`src/rtl/frame_sequencer.sv`:
```
// Frame-level controller: clears the back buffers, kicks the geometry engine, waits for the
// render to drain (or the watchdog), then swaps buffers on vsync. Also owns the frame index.
module frame_sequencer #(
    parameter int unsigned PIXELS         = 76800,
    parameter int unsigned ADDR_W         = 17,
    parameter int unsigned TIMEOUT_CYCLES = 25000,
    parameter int unsigned FRAME_W        = 4
) (
    input  logic               clk,
    input  logic               rst_n,
    input  logic               i_start,
    input  logic               i_increment_frame,
    input  logic               i_vsync,
    input  logic               i_geo_done,
    input  logic               i_fifo_empty,
    input  logic               i_rast_busy,
    input  logic [ADDR_W-1:0]  i_rast_fb_addr,
    input  logic               i_rast_fb_we,
    input  logic [11:0]        i_rast_fb_pixel,
    input  logic [ADDR_W-1:0]  i_rast_zb_w_addr,
    input  logic               i_rast_zb_we,
    input  logic [7:0]         i_rast_zb_w_data,
    output logic [ADDR_W-1:0]  o_fb_addr,
    output logic               o_fb_we,
    output logic [11:0]        o_fb_pixel,
    output logic [ADDR_W-1:0]  o_zb_w_addr,
    output logic               o_zb_we,
    output logic [7:0]         o_zb_w_data,
    output logic               o_geo_start,
    output logic [FRAME_W-1:0] o_frame_idx,
    output logic               o_fb_sel,
    output logic               o_busy,
    output logic               o_timeout,
    output logic               o_frame_done
);

    localparam int unsigned       WdW     = $clog2(TIMEOUT_CYCLES + 1);
    localparam logic [ADDR_W-1:0] ClrLast = ADDR_W'(PIXELS - 1);
    localparam logic [WdW-1:0]    WdLast  = WdW'(TIMEOUT_CYCLES - 1);
    localparam logic [WdW-1:0]    WdMax   = '1;

    typedef enum logic [2:0] {
        StIdle,
        StClear,
        StKick,
        StRender,
        StDrain,
        StWaitVsync
    } state_e;

    state_e state_q, state_d;

    logic               start_prev_q, incr_prev_q;
    logic [ADDR_W-1:0]  clr_cnt_q, clr_cnt_d;
    logic [WdW-1:0]     wd_q, wd_d;
    logic               geo_done_q, geo_done_d;
    logic [FRAME_W-1:0] frame_idx_q, frame_idx_d;
    logic               fb_sel_q, fb_sel_d;
    logic               timeout_q, timeout_d;
    logic               frame_done_q, frame_done_d;
    logic               geo_start_q, geo_start_d;
    logic               busy_q, busy_d;
    logic [ADDR_W-1:0]  fb_addr_q, fb_addr_d;
    logic               fb_we_q, fb_we_d;
    logic [11:0]        fb_pixel_q, fb_pixel_d;
    logic [ADDR_W-1:0]  zb_addr_q, zb_addr_d;
    logic               zb_we_q, zb_we_d;
    logic [7:0]         zb_data_q, zb_data_d;

    logic            start_edge, incr_edge, clr_last, drain_cond, wd_fire;
    logic [WdW-1:0]  wd_inc;

    assign start_edge = i_start & ~start_prev_q;
    assign incr_edge  = i_increment_frame & ~incr_prev_q;
    assign clr_last   = (clr_cnt_q == ClrLast);
    assign drain_cond = geo_done_q & ~i_rast_busy & i_fifo_empty;
    assign wd_inc     = (wd_q == WdMax) ? wd_q : wd_q + WdW'(1);
    // Fires on the cycle the watchdog steps onto its last count.
    assign wd_fire    = (wd_inc == WdLast);

    always_ff @(posedge clk or negedge rst_n) begin
        if (!rst_n) begin
            state_q <= StIdle;
        end else begin
            state_q <= state_d;
        end
    end

    always_comb begin
        state_d = state_q;
        unique case (state_q)
            StIdle:      if (start_edge) state_d = StClear;
            StClear:     if (clr_last) state_d = StKick;
            StKick:      state_d = StRender;
            StRender: begin
                if (wd_fire)         state_d = StWaitVsync;
                else if (drain_cond) state_d = StDrain;
            end
            // A second qualifying cycle bridges the FIFO-to-assembler gap.
            StDrain: begin
                if (wd_fire || drain_cond) state_d = StWaitVsync;
                else                       state_d = StRender;
            end
            StWaitVsync: if (i_vsync) state_d = StIdle;
            default:     state_d = StIdle;
        endcase
    end

    always_comb begin
        clr_cnt_d    = clr_cnt_q;
        wd_d         = wd_q;
        geo_done_d   = geo_done_q;
        frame_idx_d  = frame_idx_q;
        fb_sel_d     = fb_sel_q;
        timeout_d    = timeout_q;
        frame_done_d = 1'b0;
        geo_start_d  = 1'b0;
        busy_d       = (state_d != StIdle);
        fb_addr_d    = '0;
        fb_we_d      = 1'b0;
        fb_pixel_d   = '0;
        zb_addr_d    = '0;
        zb_we_d      = 1'b0;
        zb_data_d    = '0;
        unique case (state_q)
            StIdle: begin
                if (incr_edge) frame_idx_d = frame_idx_q + FRAME_W'(1);
                if (start_edge) begin
                    timeout_d  = 1'b0;
                    geo_done_d = 1'b0;
                    clr_cnt_d  = '0;
                end
            end
            StClear: begin
                fb_addr_d  = clr_cnt_q;
                fb_we_d    = 1'b1;
                fb_pixel_d = 12'h000;
                zb_addr_d  = clr_cnt_q;
                zb_we_d    = 1'b1;
                zb_data_d  = 8'hFF;
                if (!clr_last) clr_cnt_d = clr_cnt_q + ADDR_W'(1);
            end
            StKick: begin
                geo_start_d = 1'b1;
                wd_d        = '0;
            end
            StRender, StDrain: begin
                fb_addr_d  = i_rast_fb_addr;
                fb_we_d    = i_rast_fb_we;
                fb_pixel_d = i_rast_fb_pixel;
                zb_addr_d  = i_rast_zb_w_addr;
                zb_we_d    = i_rast_zb_we;
                zb_data_d  = i_rast_zb_w_data;
                wd_d       = wd_inc;
                if (i_geo_done) geo_done_d = 1'b1;
                if (wd_fire)    timeout_d  = 1'b1;
            end
            StWaitVsync: begin
                if (i_vsync) begin
                    fb_sel_d     = ~fb_sel_q;
                    frame_done_d = 1'b1;
                end
            end
            default: ;
        endcase
    end

    always_ff @(posedge clk or negedge rst_n) begin
        if (!rst_n) begin
            start_prev_q <= 1'b0;
            incr_prev_q  <= 1'b0;
            clr_cnt_q    <= '0;
            wd_q         <= '0;
            geo_done_q   <= 1'b0;
            frame_idx_q  <= '0;
            fb_sel_q     <= 1'b0;
            timeout_q    <= 1'b0;
            frame_done_q <= 1'b0;
            geo_start_q  <= 1'b0;
            busy_q       <= 1'b0;
            fb_addr_q    <= '0;
            fb_we_q      <= 1'b0;
            fb_pixel_q   <= '0;
            zb_addr_q    <= '0;
            zb_we_q      <= 1'b0;
            zb_data_q    <= '0;
        end else begin
            start_prev_q <= i_start;
            incr_prev_q  <= i_increment_frame;
            clr_cnt_q    <= clr_cnt_d;
            wd_q         <= wd_d;
            geo_done_q   <= geo_done_d;
            frame_idx_q  <= frame_idx_d;
            fb_sel_q     <= fb_sel_d;
            timeout_q    <= timeout_d;
            frame_done_q <= frame_done_d;
            geo_start_q  <= geo_start_d;
            busy_q       <= busy_d;
            fb_addr_q    <= fb_addr_d;
            fb_we_q      <= fb_we_d;
            fb_pixel_q   <= fb_pixel_d;
            zb_addr_q    <= zb_addr_d;
            zb_we_q      <= zb_we_d;
            zb_data_q    <= zb_data_d;
        end
    end

    assign o_fb_addr    = fb_addr_q;
    assign o_fb_we      = fb_we_q;
    assign o_fb_pixel   = fb_pixel_q;
    assign o_zb_w_addr  = zb_addr_q;
    assign o_zb_we      = zb_we_q;
    assign o_zb_w_data  = zb_data_q;
    assign o_geo_start  = geo_start_q;
    assign o_frame_idx  = frame_idx_q;
    assign o_fb_sel     = fb_sel_q;
    assign o_busy       = busy_q;
    assign o_timeout    = timeout_q;
    assign o_frame_done = frame_done_q;

endmodule
```
`config.mk`:
```
export PLATFORM = sky130hd
export DESIGN_NAME = frame_sequencer
export DESIGN_NICKNAME = d
export VERILOG_FILES = /design/src/rtl/frame_sequencer.sv
export SDC_FILE = /design/constraint.sdc
export NUM_CORES = 1
export LEC_CHECK = 0
export ABC_CLOCK_PERIOD_IN_PS = 3300
export CAP_MARGIN = 20
export CORE_MARGIN = 3
export CORE_UTILIZATION = 30
export DETAILED_ROUTE_END_ITERATION = 8
export DONT_BUFFER_PORTS = 1
export MAX_ROUTING_LAYER = met4
export PLACE_DENSITY = 0.41
export SKIP_CTS_REPAIR_TIMING = 1
export SLEW_MARGIN = 20
export SYNTH_ARGS = -nofsm -noshare
export SYNTH_HDL_FRONTEND = slang
export SYNTH_SLANG_ARGS = --single-unit
export TNS_END_PERCENT = 100
```
`constraint.sdc`:
```
create_clock -name clk -period 3.3 [get_ports clk]
set_clock_uncertainty 0.05 [all_clocks]
set_input_delay 0.33 -clock clk [delete_from_list [all_inputs] [get_ports clk]]
set_output_delay 0.33 -clock clk [all_outputs]
set_load 0.01 [all_outputs]
```
==> flow_metrics.py, run 1 <==
metrics = {
    "run_status": {
        "status": "complete, no violations",
    },
    "floorplan": {
        "rows": 45,
        "dieArea_um2": 17200,
        "die_w_um": 131,
        "die_height_um": 131,
        "ios": 129,
        "core-area_um2": 15300,
        "initial_core_util_pct": 30.8,
    },
    "flow_run": {
        "drv_cap": 0,
    },
    "final_layout": {
        "finalNetCount": 470,
        "regArea_um2": 2580,
        "fill_cells": 1539,
        "areaGrowthSynthToFinish_pct": 10.5,
        "antenna_cells": 0,
        "drive_above_1_share_pct": 10.3,
        "multi_input_area_um2": 1940,
    },
    "synthesis": {
        "ys.flop_type": "dfrtp_1",
        "yosys_warnings": 0,
        "synth_nets": 479,
        "ys_types": 66,
        "yosysSeqAreaShare_pct": 54.9,
        "syn_area_per_cell_um2": 11.4,
        "synth_edf_count": 0,
        "ys_ff_latch": 103,
        "netlist_area_um2": 4700,
        "syn-instance-count": 412,
        "ys_async_sr_fraction_pct": 100,
    },
    "sta": {
        "fin_setup_tns_ps": 0,
        "finalHoldViolations": 0,
        "fmax_mhz": 383,
        "post-route-min-period_ps": 2610,
        "maxSlewViolCount": 0,
        "rsz0062_at_grt": "no",
        "setup_viol": 0,
        "finalCritPeriodShare_pct": 79.2,
        "tightest_slew_ps": 881,
        "relSlewSlack_pct": 41.1,
    },
    "critical_path": {
        "cp-end-kind": "flop",
        "worstSetupStartpointType": "flop",
        "cp_max_fo": 7,
        "worstSetupPathType": "flop to flop",
        "worstPathArrival_ps": 2800,
        "crit_required_ps": 3490,
        "reg2reg_setup_slack_ps": 690,
    },
    "power": {
        "power.leakage_uw": 0.00222,
        "p_total_uw": 2340,
        "powerDensity_nw_per_um2": 450,
        "irDropWorstVdd_uv": 240,
    },
    "placement": {
        "port-buffer-count": 0,
        "hpwlAfterDp_um": 7900,
        "routabilityCongestion": 0.855,
    },
    "routing": {
        "ant_nets": 0,
        "post_drt_wl_per_cell_um": 18.6,
        "dr.pass1.iters": 4,
        "route.detailed.drc": 0,
        "vias": 3188,
        "drt_iter0_drc": 137,
        "vias_per_cell": 5.15,
        "wirelength_um": 11500,
    },
    "clock_network": {
        "clock_path_buffers": 2,
        "clk_pin_slew_ps": 70,
        "cts_max_level": 3,
        "clock-sinks": 103,
        "root_buffer": "clkbuf_16",
        "cts_tree": "yes",
        "clkLatencyLatePin_ps": 350,
        "cts_made_buffers": 9,
    },
    "global_route": {
        "grt_max_degree": 104,
        "grt.total_usage_pct": 14.0,
        "grt_overflow": 0,
        "grt_pass1_wl_um": 18400,
        "antenna_found_initial": 0,
        "grt_pass1_vias": 3118,
    },
    "hold_path": {
        "hold_class": "input pin to flop",
    },
}
[per-stage QoR]
step | cell area, um2 | hold WS [ps] | util (%) | cells | setup slack [ps]
after floorplan | 4700 | -15.6 | - | 412 | 991
after global placement | 4840 | -12.0 | 31.8 | 599 | 728
after detailed placement | 4840 | -11.7 | 31.8 | 599 | 678
after CTS | 5130 | -394 | 33.6 | 615 | 656
after global routing | 5190 | 25.1 | 34.0 | 619 | 505
final | 5190 | 39.3 | 34.0 | 619 | 687
[layout by cell type, fill, tap and decap left out, types with 8 or more instances in the layout]
cell type and n:
a22o_1 34, and3_1 9, nand3_1 8, and2_1 15, nor2_1 26, a21oi_1 17
clkbuf_16 9, nand2_1 25, o21ai_0 23, dfrtp_1 103, xor2_1 15, a31oi_1 9
o2111ai_1 8, a21o_1 10
[kinds of logic (layout without fill, tap and decap cells)]
family,count (synthesis),after routing,share of synthesized area (%)
multiplexers,4,4,0.906
adder cells (fa/ha/maj),3,3,0.799
buffers and inverters,34,30,4.18
AO/OA/AOI/OAI,125,125,19.8
flip-flops,103,103,54.9
AND/OR/NAND/NOR,124,124,15.9
XOR/XNOR,19,19,3.54
[report_power, final]
group	total [uW]	internal, uW	switching, uW
logic	34.1	7.73	26.4
registers	1260	1260	1.59
clock network	1040	555	483
total	2340	1830	510
[critical path, stage by stage (launching register included)]
cell and delay, ps:
dfrtp_1 460, ha_1 260, and3_1 360, nand4_4 170, and3_1 260, a2111oi_4 400
a31oi_1 170, a221o_1 370
[layout make-up]
| cell class | instances | share of cell area [%] |
|---|---|---|
| Clock inverter | 4 | 0.555 |
| Timing Repair Buffer | 8 | 1.93 |
| Sequential cell | 103 | 49.7 |
| Multi-Input combinational cell | 275 | 37.4 |
| Inverter | 6 | 0.434 |
| Clock buffer | 12 | 4.94 |
| Tap cell | 211 | 5.09 |
[layer usage]
metal	wire length, um	up-vias	track usage [%]	part of all wire [%]
li1	-	1499	-	-
met1	5230	1580	18.5	45
met2	5470	99	20.6	48
met3	658	10	4.44	5.7
met4	138	0	4.08	1.2
met5	0	-	-	0
[flip-flops by register name, summed over array words and instances (netlist names), 3 cells and up]
signal	flops
clr_cnt_q	17
o_fb_addr	17
o_zb_w_addr	17
o_fb_pixel	12
state_q	3
wd_q	15
o_zb_w_data	8
o_frame_idx	4
[final timing paths]
path                       depth (start not counted)             end                 from
max                                                7      state_q[1]              wd_q[0]
min                                                1  o_zb_w_data[5]  i_rast_zb_w_data[5]
max reg2reg                                        7      state_q[1]              wd_q[0]
min reg2reg                                        1  o_frame_idx[3]       o_frame_idx[3]
max in group asynchronous                          2    o_fb_addr[9]                rst_n
min in group asynchronous                          2  o_frame_idx[3]                rst_n
[cells in the mapped netlist, types with 3 or more instances]
library cell	instances	share of area [%]
a22o_1	34	6.3
inv_1	6	0.48
o21ai_0	24	2.6
a31oi_1	9	1.2
nor4b_1	3	0.56
and3_1	9	1.2
nor3_1	3	0.32
a21o_1	10	1.6
dfrtp_1	103	55
nor2_1	26	2.1
buf_4	4	0.64
nand4_1	7	0.93
nand2_1	25	2.0
xor2_1	15	2.8
o2111ai_1	8	1.5
xnor2_1	4	0.75
clkbuf_1	13	1.0
ha_1	3	0.80
buf_6	4	0.96
o21a_1	3	0.48
nand3_1	8	0.85
and2_1	15	2.0
a21oi_1	17	1.8
buf_2	3	0.32
(Power assumes the default switching activity.)
==> run 2, diff against run 1 <==
- ABC_CLOCK_PERIOD_IN_PS: 3300 -> 2500
- clock period: 3.3 -> 2.5 ns (I/O delays scaled with it)
==> run 2 against run 1 <==
  * The flow now finishes with violations (negative hold slack)
  * Critical endpoint unchanged
  * Register-to-register slack got worse by 500 ps
  * Utilization increased by 4.4 points
  * Hold slack got worse by 490 ps
  * Setup slack got worse by 500 ps
  * Power increased by 34%
  * Routed wire length increased by 4.8%
  * Combinational power increased by 130%
  * Final cell count increased by 12%
  * Clock power increased by 34%
  * Design area increased by 13%
  * Via count increased by 7.3%
  * Clock-buffer cell count unchanged
==> flow_metrics.py, run 2 (synthesis gave the netlist of run 1 again) <==
metrics = {
    "sta": {
        "setup_viol": 0,
        "finalCritPeriodShare_pct": 92.6,
        "post-route-min-period_ps": 2320,
        "holdWs_ps": -453,
        "maxSlewViolCount": 0,
        "fmax_mhz": 432,
        "worst_slack_ps": 184,
        "relSlewSlack_pct": 63.6,
        "finalHoldViolations": 103,
        "tightest_slew_ps": 547,
    },
    "critical_path": {
        "cp-end-kind": "flop",
        "cp_max_fo": 6,
        "cp_top_family": "compound AO/OA/AOI/OAI gates",
        "reg2reg_setup_slack_ps": 180,
        "rr_worst_depth": 7,
        "worstSetupPathType": "flop to flop",
        "rr_endpoint": "state_q[1]",
        "worstPathArrival_ps": 2490,
        "crit_end": "state_q[1]",
        "path_cells": "ha_1 > and3_2 > nand3_4 > a211o_1 > a2111oi_4 > a31oi_1 > a221o_1",
        "cp-startpoint": "wd_q[0]",
        "r2r-start": "wd_q[0]",
        "cp_slowest_cell": "a221o_1",
        "cp.depth": 7,
        "critical_path_buf_inv_count": 0,
        "worstSetupStartpointType": "flop",
        "max_stage_delay_ps": 370,
        "crit_required_ps": 2680,
    },
    "floorplan": {
        "ios": 129,
        "core-area_um2": 15300,
        "die_w_um": 131,
        "die_height_um": 131,
        "rows": 45,
        "dieArea_um2": 17200,
        "initial_core_util_pct": 30.8,
    },
    "clock_network": {
        "cts_max_level": 3,
        "root_buffer": "clkbuf_16",
        "clkLatencyLatePin_ps": 350,
        "clk_pin_slew_ps": 70,
        "cts_made_buffers": 9,
        "clock_path_buffers": 2,
        "clock-sinks": 103,
        "cts_tree": "yes",
    },
    "routing": {
        "vias": 3422,
        "routed.top_layer": "met4",
        "wl_met2_um": 5980,
        "drt_iter0_drc": 175,
        "post_drt_wl_per_cell_um": 17.4,
        "wirelength_um": 12000,
        "wl_met3_um": 586,
        "ant_nets": 0,
        "dr.pass1.iters": 4,
        "route.detailed.drc": 0,
        "vias_per_cell": 4.93,
        "met1_length_um": 5360,
    },
    "run_status": {
        "violations": "negative hold slack",
        "status": "finished with violations",
    },
    "final_layout": {
        "fin_area_um2": 5860,
        "layout_common_cells": "dfrtp_1 (103), dlygate4sd3_1 (58), a22o_1 (34)",
        "final_cells": 694,
        "antenna_cells": 0,
        "areaGrowthSynthToFinish_pct": 24.9,
        "finalNetCount": 545,
        "final_common_cell": "dfrtp_1",
        "fill_cells": 1511,
        "drive_above_1_share_pct": 13.3,
    },
    "global_route": {
        "grt_pass1_wl_um": 18600,
        "antenna_found_initial": 0,
        "grt_pass1_vias": 3258,
        "grt_overflow": 0,
        "grt_max_degree": 104,
        "grt.total_usage_pct": 14.1,
    },
    "placement": {
        "port-buffer-count": 0,
        "hpwlAfterDp_um": 8100,
        "routabilityCongestion": 0.828,
        "dp_slack_ps": 98.1,
        "placed_area_um2": 4990,
        "dp.cells": 620,
    },
    "hold_path": {
        "hold_class": "input pin to async pin",
    },
    "power": {
        "p_total_uw": 3140,
        "irDropWorstVdd_uv": 291,
        "power.leakage_uw": 0.00256,
        "powerDensity_nw_per_um2": 535,
    },
    "flow_run": {
        "drv_cap": 0,
    },
}
## run 2: where the power goes
| part | total (uW) | internal (uW) | switching (uW) |
|---|---|---|---|
| logic | 80.0 | 62.9 | 17.1 |
| clock network | 1390 | 758 | 630 |
| registers | 1670 | 1670 | 2.15 |
## run 2: worst min path at each step
stage | end | slack, ps | cells past startpoint
after floorplan | clr_cnt_q[0] | -100 | 0
after global placement | o_frame_idx[3] | -90 | 0
after detailed placement | o_fb_pixel[7] | -90 | 0
after CTS | o_zb_w_addr[12] | -470 | 0
after global routing | o_fb_addr[13] | -480 | 0
final | o_frame_idx[2] | -450 | 0
## run 2: worst reg2reg max path: stages (launching register included)
cell       delay (ps)
dfrtp_1           360
ha_1              220
and3_2            320
nand3_4           100
a211o_1           300
a2111oi_4         320
a31oi_1           160
a221o_1           370
## run 2: cell type report
class / count / area (um2) / area share, %
flip-flops and latches: 103 / 2580 / 44.0
multi-input cells: 275 / 1940 / 33.1
inverters: 6 / 22.5 / 0.384
well taps: 211 / 264 / 4.50
clock inverters: 4 / 26.3 / 0.448
clock buffers: 12 / 267 / 4.54
repair buffers: 83 / 768 / 13.1
## run 2: per-layer routing
| metal | track usage [%] | up-vias |
|---|---|---|
| met4 | 4.55 | 0 |
| met2 | 21.8 | 82 |
| met3 | 4.21 | 9 |
| li1 | - | 1643 |
| met1 | 17.8 | 1688 |
| met5 | - | - |
## run 2: metrics by stage
| step | setup TNS (ps) | hold WS, ps | utilization (%) |
|---|---|---|---|
| CTS | 0 | -473 | 34.6 |
| global route | -3.00 | -482 | 38.4 |
| finish | 0 | -453 | 38.4 |
| global placement | 0 | -90.3 | 32.7 |
| floorplan | 0 | -95.6 | - |
| detailed placement | 0 | -91.8 | 32.7 |
